## src/rtl/divider_unit_pkg.sv

```systemverilog
`default_nettype none
// ============================================================================
//  Module      : divider_unit_pkg
//  Description : Shared constants for the iterative divider: default operand
//                width, ALUControl op codes and FSM state encoding.
//  Revision    : 1.0 - initial release
// ============================================================================
package divider_unit_pkg;

    localparam int c_XLEN_DEFAULT = 32;

    // Divider ops extend the 5-bit ALU encoding; bit 1 selects remainder,
    // bit 0 selects unsigned.
    localparam logic [4:0] c_OP_DIV  = 5'b10000;
    localparam logic [4:0] c_OP_DIVU = 5'b10001;
    localparam logic [4:0] c_OP_REM  = 5'b10010;
    localparam logic [4:0] c_OP_REMU = 5'b10011;

    localparam int         c_ST_W    = 2;
    localparam logic [1:0] c_ST_IDLE = 2'd0;
    localparam logic [1:0] c_ST_CALC = 2'd1;
    localparam logic [1:0] c_ST_FIX  = 2'd2;
    localparam logic [1:0] c_ST_DONE = 2'd3;

endpackage : divider_unit_pkg
`default_nettype wire

```

## src/rtl/divider_unit_div_step.sv

```systemverilog
`default_nettype none
// ============================================================================
//  Module      : divider_unit_div_step
//  Description : One combinational restoring-division iteration. The dividend
//                shifts out of the MSB of i_quo into the partial remainder
//                while the new quotient bit shifts into its LSB.
//  Revision    : 1.0 - initial release
// ============================================================================
module divider_unit_div_step
    import divider_unit_pkg::*;
#(
    parameter int XLEN = c_XLEN_DEFAULT
) (
    input  logic [XLEN:0]   i_rem,
    input  logic [XLEN-1:0] i_quo,
    input  logic [XLEN-1:0] i_div,
    output logic [XLEN:0]   o_rem,
    output logic [XLEN-1:0] o_quo
);

    logic [XLEN+1:0] w_shift;
    logic [XLEN+1:0] w_diff;
    logic            w_neg;

    // Trial subtraction one bit wider than the remainder so the borrow is visible.
    always_comb begin
        w_shift = {i_rem, i_quo[XLEN-1]};
        w_diff  = w_shift - {2'b00, i_div};
        w_neg   = w_diff[XLEN+1];
        o_rem   = w_neg ? w_shift[XLEN:0] : w_diff[XLEN:0];
        o_quo   = {i_quo[XLEN-2:0], ~w_neg};
    end

endmodule : divider_unit_div_step
`default_nettype wire

```

## src/rtl/divider_unit.sv

```systemverilog
`default_nettype none
// ============================================================================
//  Module      : divider_unit
//  Description : Multi-cycle restoring divider for DIV/DIVU/REM/REMU with
//                valid/ready handshakes, divide-by-zero and signed-overflow
//                short cuts, flush and synchronous reset.
//  Revision    : 1.0 - initial release
// ============================================================================
module divider_unit
    import divider_unit_pkg::*;
#(
    parameter int XLEN           = c_XLEN_DEFAULT,
    parameter int ITER_PER_CYCLE = 1
) (
    input  logic            clk,
    input  logic            rst,
    input  logic            in_valid,
    output logic            in_ready,
    input  logic [XLEN-1:0] A,
    input  logic [XLEN-1:0] B,
    input  logic [4:0]      ALUControl,
    input  logic            flush,
    output logic            out_valid,
    input  logic            out_ready,
    output logic [XLEN-1:0] Result,
    output logic            DivZero,
    output logic            OverFlow
);

    localparam int              c_STEPS = XLEN / ITER_PER_CYCLE;
    localparam int              c_CNT_W = $clog2(c_STEPS) + 1;
    localparam logic [XLEN-1:0] c_ONES  = '1;
    localparam logic [XLEN-1:0] c_MIN   = {1'b1, {(XLEN-1){1'b0}}};

    logic [c_ST_W-1:0]  r_state;
    logic [c_CNT_W-1:0] r_cnt;
    logic [XLEN:0]      r_rem;
    logic [XLEN-1:0]    r_quo;
    logic [XLEN-1:0]    r_div;
    logic               r_is_rem;
    logic               r_qneg;
    logic               r_rneg;
    logic [XLEN-1:0]    r_result;
    logic               r_divzero;
    logic               r_overflow;

    logic               w_op_ok;
    logic               w_is_rem;
    logic               w_signed;
    logic               w_a_neg;
    logic               w_b_neg;
    logic [XLEN-1:0]    w_a_mag;
    logic [XLEN-1:0]    w_b_mag;
    logic [XLEN-1:0]    w_q_fix;
    logic [XLEN-1:0]    w_r_fix;
    logic [XLEN-1:0]    w_fix_result;

    logic [XLEN:0]      w_rem_chain [0:ITER_PER_CYCLE];
    logic [XLEN-1:0]    w_quo_chain [0:ITER_PER_CYCLE];

    // Request decode and operand magnitudes, evaluated only while IDLE matters.
    always_comb begin
        w_op_ok  = (ALUControl == c_OP_DIV)  || (ALUControl == c_OP_DIVU) ||
                   (ALUControl == c_OP_REM)  || (ALUControl == c_OP_REMU);
        w_is_rem = ALUControl[1];
        w_signed = ~ALUControl[0];
        w_a_neg  = w_signed & A[XLEN-1];
        w_b_neg  = w_signed & B[XLEN-1];
        w_a_mag  = w_a_neg ? -A : A;
        w_b_mag  = w_b_neg ? -B : B;
    end

    // Sign correction applied once the unsigned iteration has finished.
    always_comb begin
        w_q_fix      = r_qneg ? -r_quo : r_quo;
        w_r_fix      = r_rneg ? -r_rem[XLEN-1:0] : r_rem[XLEN-1:0];
        w_fix_result = r_is_rem ? w_r_fix : w_q_fix;
    end

    assign w_rem_chain[0] = r_rem;
    assign w_quo_chain[0] = r_quo;

    genvar gi;
    generate
        for (gi = 0; gi < ITER_PER_CYCLE; gi++) begin : g_step
            divider_unit_div_step #(
                .XLEN (XLEN)
            ) u_step (
                .i_rem (w_rem_chain[gi]),
                .i_quo (w_quo_chain[gi]),
                .i_div (r_div),
                .o_rem (w_rem_chain[gi+1]),
                .o_quo (w_quo_chain[gi+1])
            );
        end
    endgenerate

    // Control FSM plus operand/iteration/result registers.
    always_ff @(posedge clk) begin
        if (rst) begin
            r_state    <= c_ST_IDLE;
            r_cnt      <= '0;
            r_rem      <= '0;
            r_quo      <= '0;
            r_div      <= '0;
            r_is_rem   <= 1'b0;
            r_qneg     <= 1'b0;
            r_rneg     <= 1'b0;
            r_result   <= '0;
            r_divzero  <= 1'b0;
            r_overflow <= 1'b0;
        end else if (flush) begin
            r_state    <= c_ST_IDLE;
            r_cnt      <= '0;
            r_result   <= '0;
            r_divzero  <= 1'b0;
            r_overflow <= 1'b0;
        end else begin
            case (r_state)
                c_ST_IDLE: begin
                    if (in_valid) begin
                        if (!w_op_ok) begin
                            r_state    <= c_ST_DONE;
                            r_result   <= '0;
                            r_divzero  <= 1'b0;
                            r_overflow <= 1'b0;
                        end else if (B == '0) begin
                            r_state    <= c_ST_DONE;
                            r_result   <= w_is_rem ? A : c_ONES;
                            r_divzero  <= 1'b1;
                            r_overflow <= 1'b0;
                        end else if (w_signed && (A == c_MIN) && (B == c_ONES)) begin
                            r_state    <= c_ST_DONE;
                            r_result   <= w_is_rem ? '0 : c_MIN;
                            r_divzero  <= 1'b0;
                            r_overflow <= 1'b1;
                        end else begin
                            r_state  <= c_ST_CALC;
                            r_cnt    <= '0;
                            r_rem    <= '0;
                            r_quo    <= w_a_mag;
                            r_div    <= w_b_mag;
                            r_is_rem <= w_is_rem;
                            r_qneg   <= w_a_neg ^ w_b_neg;
                            r_rneg   <= w_a_neg;
                        end
                    end
                end
                c_ST_CALC: begin
                    r_rem <= w_rem_chain[ITER_PER_CYCLE];
                    r_quo <= w_quo_chain[ITER_PER_CYCLE];
                    r_cnt <= r_cnt + c_CNT_W'(1);
                    if (r_cnt == c_CNT_W'(c_STEPS - 1)) begin
                        r_state <= c_ST_FIX;
                    end
                end
                c_ST_FIX: begin
                    r_result <= w_fix_result;
                    r_state  <= c_ST_DONE;
                end
                c_ST_DONE: begin
                    if (out_ready) begin
                        r_state    <= c_ST_IDLE;
                        r_divzero  <= 1'b0;
                        r_overflow <= 1'b0;
                    end
                end
                default: begin
                    r_state <= c_ST_IDLE;
                end
            endcase
        end
    end

    assign in_ready  = (r_state == c_ST_IDLE);
    assign out_valid = (r_state == c_ST_DONE);
    assign Result    = r_result;
    assign DivZero   = r_divzero;
    assign OverFlow  = r_overflow;

endmodule : divider_unit
`default_nettype wire

```

## config.mk

```make
export PLATFORM = sky130hd
export DESIGN_NAME = divider_unit
export DESIGN_NICKNAME = d
export VERILOG_FILES = /design/src/rtl/divider_unit_pkg.sv /design/src/rtl/divider_unit_div_step.sv /design/src/rtl/divider_unit.sv
export SDC_FILE = /design/constraint.sdc
export NUM_CORES = 1
export LEC_CHECK = 0
export ABC_CLOCK_PERIOD_IN_PS = 3800
export BUFFER_PORTS_ARGS = -buffer_cell sky130_fd_sc_hd__buf_2
export CAP_MARGIN = 0
export CORE_ASPECT_RATIO = 1.25
export CORE_MARGIN = 2
export CORE_UTILIZATION = 30
export DETAILED_ROUTE_END_ITERATION = 6
export GPL_TIMING_DRIVEN = 0
export PLACE_DENSITY = 0.42
export SETUP_SLACK_MARGIN = 0.2
export SKIP_CTS_REPAIR_TIMING = 1
export SLEW_MARGIN = 20
export SYNTH_ARGS = -nofsm -noshare
export SYNTH_HDL_FRONTEND = slang
export SYNTH_SLANG_ARGS = --single-unit
```

## constraint.sdc

```tcl
create_clock -name clk -period 3.8 [get_ports clk]
set_clock_uncertainty 0.05 [all_clocks]
set_input_delay 0.76 -clock clk [delete_from_list [all_inputs] [get_ports clk]]
set_output_delay 0.76 -clock clk [all_outputs]
set_load 0.02 [all_outputs]
```

After elaboration in Yosys (flattened, before gate mapping)
Index checks and enable logic that the tools add are counted.

operators by class
  bitwise gates (word level) = 8
  eq/ne operators = 17
  reductions and logical operators = 17
  $add $sub $neg = 6
  mux-type cells = 46

operator list
  operator                                       number
  2-to-1 mux 32 bit                              15
  2-to-1 mux 33 bit                              5
  negation 32 bit                                4
  case mux 32 bit (2 select lines)               2
  case mux 33 bit (2 select lines)               1
  == test 32 bit, second input constant          2
  subtractor 34 x 32 -> 34 bit                   1
  zero test 32 bit                               1
  2-to-1 mux 6 bit                               4
  == test 5 bit, second input constant           4
  2-to-1 mux 2 bit                               6
  case mux 6 bit (2 select lines)                1
  AND reduction 6 bit                            2
  2-to-1 mux 1 bit                               9
  != test 2 bit, second input constant           4
  case mux 2 bit (4 select lines)                1
  adder 6 x 1 -> 6 bit, second input constant    1
  == test 6 x 5 -> 1 bit, second input constant  1
  AND reduction 3 bit                            2
  nonzero test 2 bit                             3
  inverter 1 bit                                 5
  AND reduction 5 bit                            1
  == test 2 bit, second input constant           2
  != test 2 x 1 -> 1 bit, second input constant  2
  10 further kinds                               15

storage, ports and cells
  output and inout port bits = 36
  flip-flop bits (word level) = 142
  logic and storage cells = 105
  input port bits = 74

Depth between registers and ports, before layout
Gate-level depths: netlist (run 1).

  depth in word-level cells = 8
  mapped depth = 13
  gate-level depth less buffers = 12

Modules after synthesis
Synthesis (run 1) repeated with hierarchy kept, for this count alone.

unflattened totals
  cells, all modules = 1545
  area total of the unflattened synthesis = 11750.0 µm²

modules (own cells, without submodules)
  module                 seq. area each (µm²)  area each (µm²)  cells an instance  instances
  divider_unit           2842.7                9303.9           1208               1
  divider_unit_div_step  0.0                   2446.1           337                1

Worst setup path after synthesis (run 1)
Ideal clock, no wire load.

  kind = input -> register
  from = in A[16]
  to = reg r_quo[20]
  path slack = 275 ps
  required time = 3618 ps
  setup time = 132 ps
  buffers on the path = 4
  stages on the path = 12
  arrival = 3343 ps
  path through = or4_4 or4_1 buf_2 or3_1 clkbuf_1 o2111a_2 a22o_4 nor2b_4 buf_6 buf_6 o211ai_2 a21oi_1

on the way
  word-level cells in the longest chain between the ends = 7
  elaborated cells on any way between the ends = 12
  classes of those cells = add/sub: 1; eq/ne: 2; mux: 6; reduce/logical: 3

RTL lines
  item                              RTL line             source
  from (decl)                       divider_unit.sv:19   input logic [XLEN-1:0] A,
  negation 32 bit                   divider_unit.sv:69   w_a_mag = w_a_neg ? -A : A;
  2-to-1 mux 32 bit                 divider_unit.sv:69
  2-to-1 mux 32 bit                 divider_unit.sv:132  end else if (w_signed && (A == c_MIN) && (B == c_ONES)) begin
  2-to-1 mux 32 bit                 divider_unit.sv:127  end else if (B == '0) begin
  2-to-1 mux 32 bit                 divider_unit.sv:122  if (!w_op_ok) begin
  2-to-1 mux 32 bit                 divider_unit.sv:121  if (in_valid) begin
  case mux 32 bit (2 select lines)  divider_unit.sv:119  case (r_state)
  to (signal assigned)              divider_unit.sv:141  r_quo <= w_a_mag;
  to (signal assigned)              divider_unit.sv:151  r_quo <= w_quo_chain[ITER_PER_CYCLE];
  to (decl)                         divider_unit.sv:38   logic [XLEN-1:0] r_quo;

Parallel ways exist; a longest one is shown, timed or not. The select of a mux whose other input is x is not followed.
A chain may end at the register's enable or synchronous reset.

Worst setup path in the final report (run 1)
  from = reg r_div[26]
  to = reg r_quo[0]

on the way
  word-level cells in the longest chain between the ends = 3

RTL lines
  item                              RTL line                     source
  from (decl)                       divider_unit.sv:39           logic [XLEN-1:0] r_div;
  from (signal assigned)            divider_unit.sv:142          r_div <= w_b_mag;
  subtractor 34 x 32 -> 34 bit      divider_unit_div_step.sv:28  w_diff = w_shift - {2'b00, i_div};
  inverter 1 bit                    divider_unit_div_step.sv:31  o_quo = {i_quo[XLEN-2:0], ~w_neg};
  case mux 32 bit (2 select lines)  divider_unit.sv:119

No other way between the ends.

==> results of run 1 <==
-- cell families after synthesis --
logic type,after synthesis
AOI/OAI and AO/OA,499
xor gates and xnor gates,134
and+or+nand+nor,552
muxes,3
DFF,142
buffers and inverters,162
adders and majority gates,43
-- critical path, cell delays in order, from the launching register on --
cell,delay (ps)
dfxtp_1,290
inv_1,160
ha_1,260
clkbuf_1,200
a21o_1,220
a21o_1,220
a2111oi_4,420
nor2_1,110
o21a_1,300
nor4_4,380
clkbuf_4,310
o21ai_0,170
a221oi_1,340
-- path summary, 6_finish.rpt --
kind	endpoint	start	depth (start not counted)
max	r_quo[0]	r_div[26]	12
min reg2reg	r_div[13]	r_div[13]	2
min	r_div[13]	r_div[13]	2
max reg2reg	r_quo[0]	r_div[26]	12
-- stage by stage --
step | area (µm²) | utilization [%] | hold WS (ps) | setup WS (ps) | total power [mW]
floorplan | 11210 | - | 381.9 | 274.5 | 2.340
global placement | 12350 | 33.33 | 393.1 | -1083 | 2.778
detailed placement | 12350 | 33.33 | 397.5 | -1101 | 2.777
CTS | 12900 | 34.81 | 405.8 | -724.1 | 4.414
global route | 13270 | 35.79 | 436.2 | 110.1 | 4.681
finish | 13270 | 35.79 | 403.0 | 257.2 | 4.479
-- final cells by class --
type	count	area, µm²	area share, %
clock buffer	20	456.7	3.443
inverter	60	225.2	1.698
clock inverter	11	92.59	0.6980
buffer	102	476.7	3.594
tap	486	608.1	4.584
timing repair buffer	122	649.4	4.895
sequential	142	2844	21.44
multi-input combinational	1231	7913	59.65
-- layer usage --
metal  up-vias  part of all wire (%)
met3        85                   4.2
met5         -                     0
met1      5827                    42
met2       353                    50
met4         0                   4.5
li1       5909                     -
-- flip-flops by register name, indices dropped and copies added, names as in the netlist, 2 cells and up --
register / count
r_quo: 32
r_rem: 33
r_div: 32
r_state: 2
Result: 32
r_cnt: 6
-- cell usage after synthesis, drive strengths merged (7+ instances only) --
master	n
clkbuf	79
nand2b	10
o211ai	54
buf	23
inv	60
nand4	39
o21ai	125
and2	11
or3	29
xnor2	76
a31oi	25
or2	7
a21oi	109
a311oi	10
o31ai	30
nand3	29
a211oi	39
a21o	8
ha	42
nor4	17
xor2	58
or4	14
o41ai	17
dfxtp	142
nor2	130
and3	9
nor2b	11
a21boi	7
nor3	42
nand2	189
o21a	15
-- power by group through the flow --
stage               Clock [mW]  Sequential, mW  Combinational (mW)
floorplan                    0            1.60               0.736
global placement             0            1.60                1.18
detailed placement           0            1.60                1.18
CTS                       1.66            1.57                1.18
global route              1.72            1.57                1.39
finish                    1.63            1.57                1.28
==> impl_metrics.json, run 1 <==
{
  "status": "finished clean",
  "max_freq_ghz": 0.2823,
  "hp-class": "reg2reg",
  "crit_type": "reg2reg",
  "fin_crit_sh_pct": 93.23,
  "nets": 1793,
  "synth_xor_area_share_pct": 10.47,
  "cap_viol_max_count": 0,
  "synth_cells": 1535,
  "grt-busiest-layer": "met2",
  "grt_setup_unrepaired": "true",
  "fp.coreArea_mm2": 0.03707,
  "fillCellCount": 4075,
  "dp_hpwl_mm": 39.84,
  "rows": 79,
  "grt_max_degree": 17,
  "critPathMaxFanout": 10,
  "synth_area_per_cell_um2": 7.300,
  "finalSetupTns_ps": 0,
  "drt-initial-drc-count": 939,
  "worst_setup_path_start_kind": "register",
  "dr.pass1.iters": 5,
  "cts_buffer_depth": 2,
  "gp_congestion": 0.9092,
  "grt_overflow_total": 0,
  "clk_pin_slew_ps": 60,
  "synth_edf_count": 0,
  "dieArea_mm2": 0.03892,
  "ff2ff_setup_slack_ps": 260,
  "ys_warn_count": 0,
  "muxShareOfSynthArea_pct": 0.2791,
  "power_density_mw_per_mm2": 337.7,
  "power.leakage_nw": 4.864,
  "antenna_found_initial": 0,
  "grt_use_total_pct": 25.11,
  "io_buffers": 108,
  "vias": 12174,
  "netlist.area_leader.share_pct": 25.37,
  "cts_sinks": 142,
  "yosys.area_share.simple_pct": 23.49,
  "use_met1_pct": 30.05,
  "mostFrequentLayoutCell": "nand2_1",
  "routed_via_density": 5.600,
  "die_h_um": 220.1,
  "combPwrFrac_pct": 28.6,
  "synthesis.area_mm2": 0.01121,
  "fp.dieW_um": 176.9,
  "antenna_cells": 0,
  "ys.flop_type": "dfxtp_1",
  "ys_async_sr_fraction_pct": 0,
  "synth_seq_cells": 142,
  "slew_headroom_pct": 33.56,
  "synth_area_leader_cell": "dfxtp_1",
  "grt.met3_usage_pct": 3.571,
  "dp.cells": 2129,
  "p_sw_share_pct": 35.54,
  "p_int_mw": 2.888,
  "clock_latency_ps": 440,
  "finalHoldViolCount": 0,
  "cts_buffers": 17,
  "syn_nets": 1652,
  "final_layout_size_suffix_gt1_share_pct": 14.45,
  "cts_tree": "built",
  "synth_top_family_by_area": "compound AO/OA/AOI/OAI gates",
  "cp-end-kind": "register",
  "cts-root-buf": "clkbuf_16",
  "grt_pass1_vias": 11571,
  "top_level_ports": 110,
  "htreeDepth": 4,
  "seq_area_frac_synth_pct": 25.37,
  "remaining_drc_errors": 0,
  "synthToLayoutAreaGrowth_pct": 18.38,
  "p_seq_share_pct": 35.0,
  "synth_area_leaders": "dfxtp_1 25%, nand2_1 6.3%, xnor2_1 5.9%, o21ai_0 5.6%, a21oi_1 4.8%",
  "grt_pass1_wl_mm": 72.76,
  "finalSetupViolations": 0,
  "wire_per_inst_um": 22.71,
  "fin_cells": 2174,
  "required_ps": 4090,
  "finalCriticalPeriod_ps": 3543,
  "arrival_ps": 3830,
  "routed_wl_mm": 49.37,
  "use_met2_pct": 43.82,
  "tightest_slew_ps": 989.0,
  "power_switching_mw": 1.592,
  "worst_ir_drop_vdd_mv": 0.2773,
  "start_util_pct": 30.23,
  "final_cell_mix": "188 x nand2_1, 141 x dfxtp_1, 129 x nor2_1",
  "power_frac_clock_pct": 36.4,
  "synth_cell_types": 76,
  "final_max_slew_viol_count": 0,
  "synth_compound_area_share_pct": 29.71,
  "ant_nets": 0,
  "synth_fa_ha_area_share_pct": 4.868
}
No activity file was read; power rests on OpenSTA's default activity.
==> run 2, diff against run 1 <==
Settings changed: CTS_BUF_LIST set to sky130_fd_sc_hd__clkbuf_8.
==> run 2 against run 1 <==
Worst setup slack got worse by 36 ps. Sequential share of layout area rose by 0.45 points. Non-clock buffer count decreased by 4. Final area decreased by 2.0%. Highest routed layer unchanged.
==> impl_metrics.json, run 2 (same netlist as run 1, synthesis figures left out) <==
{
  "max_freq_ghz": 0.2794,
  "power_switching_mw": 1.530,
  "grt_overflow_total": 0,
  "grt_max_degree": 17,
  "cts_tree": "built",
  "p_seq_share_pct": 38.9,
  "top_level_ports": 110,
  "fin_cells": 2170,
  "status": "finished clean",
  "crit_type": "in2reg",
  "fin_crit_sh_pct": 94.19,
  "final_max_slew_viol_count": 0,
  "ff2ff_setup_slack_ps": 240,
  "power_frac_clock_pct": 29.7,
  "p_sw_share_pct": 38.08,
  "grt_use_total_pct": 25.08,
  "slew_headroom_pct": 34.82,
  "grt_pass1_wl_mm": 72.88,
  "finalSetupViolations": 0,
  "worstPathCellList": "buf_2 -> inv_1 -> ha_1 -> nor4b_2 -> and4_1 -> nand3_1 -> o2111ai_2 -> a211o_2 -> clkbuf_4 -> nor4b_1 -> a221o_1",
  "power_mw": 4.017,
  "antenna_found_initial": 0,
  "dieArea_mm2": 0.03892,
  "vias": 12090,
  "setup_slack_ps": 220.8,
  "die_h_um": 220.1,
  "tightest_slew_ps": 970.2,
  "combPwrFrac_pct": 31.4,
  "remaining_drc_errors": 0,
  "dp_hpwl_mm": 39.84,
  "fin_util_pct": 35.06,
  "required_ps": 4180,
  "r2r-end": "r_quo[0]",
  "finalHoldViolCount": 0,
  "nets": 1789,
  "final_cell_mix": "188 x nand2_1, 140 x dfxtp_1, 129 x nor2_1",
  "htreeDepth": 4,
  "rows": 79,
  "mostFrequentLayoutCell": "nand2_1",
  "start_util_pct": 30.23,
  "placedInstanceArea_mm2": 0.01235,
  "p_int_mw": 2.487,
  "dp.cells": 2129,
  "r2r_cells": 10,
  "drt-initial-drc-count": 926,
  "io_buffers": 108,
  "final_layout_size_suffix_gt1_share_pct": 14.01,
  "finalCriticalPeriod_ps": 3579,
  "fillCellCount": 4090,
  "cts-root-buf": "clkbuf_8",
  "crit_start": "B[0]",
  "worst_ir_drop_vdd_mv": 0.1653,
  "routed_wl_mm": 49.26,
  "regMostFlops": "r_rem",
  "cts_buffers": 17,
  "cts_buffer_depth": 2,
  "arrival_ps": 3960,
  "wire_per_inst_um": 22.70,
  "critPathMaxFanout": 10,
  "antenna_cells": 0,
  "slowest_delay_ps": 680,
  "grt_setup_unrepaired": "true",
  "cts_sinks": 142,
  "cap_viol_max_count": 0,
  "stdcell_area_mm2": 0.01300,
  "timing.hold.ws_ps": 405.5,
  "ant_nets": 0,
  "hp-class": "reg2reg",
  "fp.coreArea_mm2": 0.03707,
  "power_density_mw_per_mm2": 309.1,
  "worst_setup_path_start_kind": "input port",
  "dpl_worst_slack_ps": -1101,
  "crit_path_end": "r_rem[25]",
  "cp-end-kind": "register",
  "routed_via_density": 5.571,
  "gp_congestion": 0.9092,
  "dr.pass1.iters": 5,
  "worstReg2RegStart": "r_rem[8]",
  "largest_reg_flops": 33,
  "finalSetupTns_ps": 0,
  "clk_pin_slew_ps": 80,
  "grt_pass1_vias": 11544,
  "fp.dieW_um": 176.9,
  "power.leakage_nw": 4.751,
  "clock_latency_ps": 490,
  "slowest_stage": "nor4b_1",
  "synthToLayoutAreaGrowth_pct": 15.98
}
run 2: cell count changes in the layout (fill, tap and decap cells not counted), sizes merged:
| cell | previous run | this run |
|---|---|---|
| buf | 144 | 141 |
| clkbuf | 100 | 98 |
| inv | 61 | 62 |
run 2: critical path: cells and delay by family:
kind	cells	cell delay (ps)
compound gates	3	980
buf+inv	3	440
simple gates	4	1510
fa+ha+maj	1	240
run 2: layer usage:
metal | GRT usage (%) | vias to the layer above | part of all wire [%]
li1 | - | 5898 | -
met1 | 30.22 | 5744 | 41
met2 | 44.57 | 374 | 50
met3 | 3.399 | 74 | 4.6
met4 | 10.33 | 0 | 4.4
met5 | 0 | - | 0
run 2: power groups by stage:
stage | Combinational, mW | Clock (mW) | Sequential [mW]
floorplan | 0.736 | 0 | 1.60
global placement | 1.18 | 0 | 1.60
detailed placement | 1.18 | 0 | 1.60
CTS | 1.18 | 1.22 | 1.56
global route | 1.37 | 1.28 | 1.57
finish | 1.26 | 1.19 | 1.56
run 2: final cells by class:
type	count	area (µm²)	share of cell area (%)
inverter	60	225.2	1.733
multi-input combinational	1231	7878	60.61
tap	486	608.1	4.679
sequential	142	2845	21.89
clock inverter	12	96.34	0.7413
timing repair buffer	118	615.6	4.737
buffer	102	466.7	3.591
clock buffer	19	261.5	2.012
run 2: worst min path at each step:
stage | from | endpoint | cells past startpoint
after floorplan | r_div[13] | r_div[13] | 2
after global placement | r_div[21] | r_div[21] | 2
after detailed placement | r_div[13] | r_div[13] | 2
after CTS | r_div[13] | r_div[13] | 2
after global routing | r_div[27] | r_div[27] | 2
final | r_div[13] | r_div[13] | 2
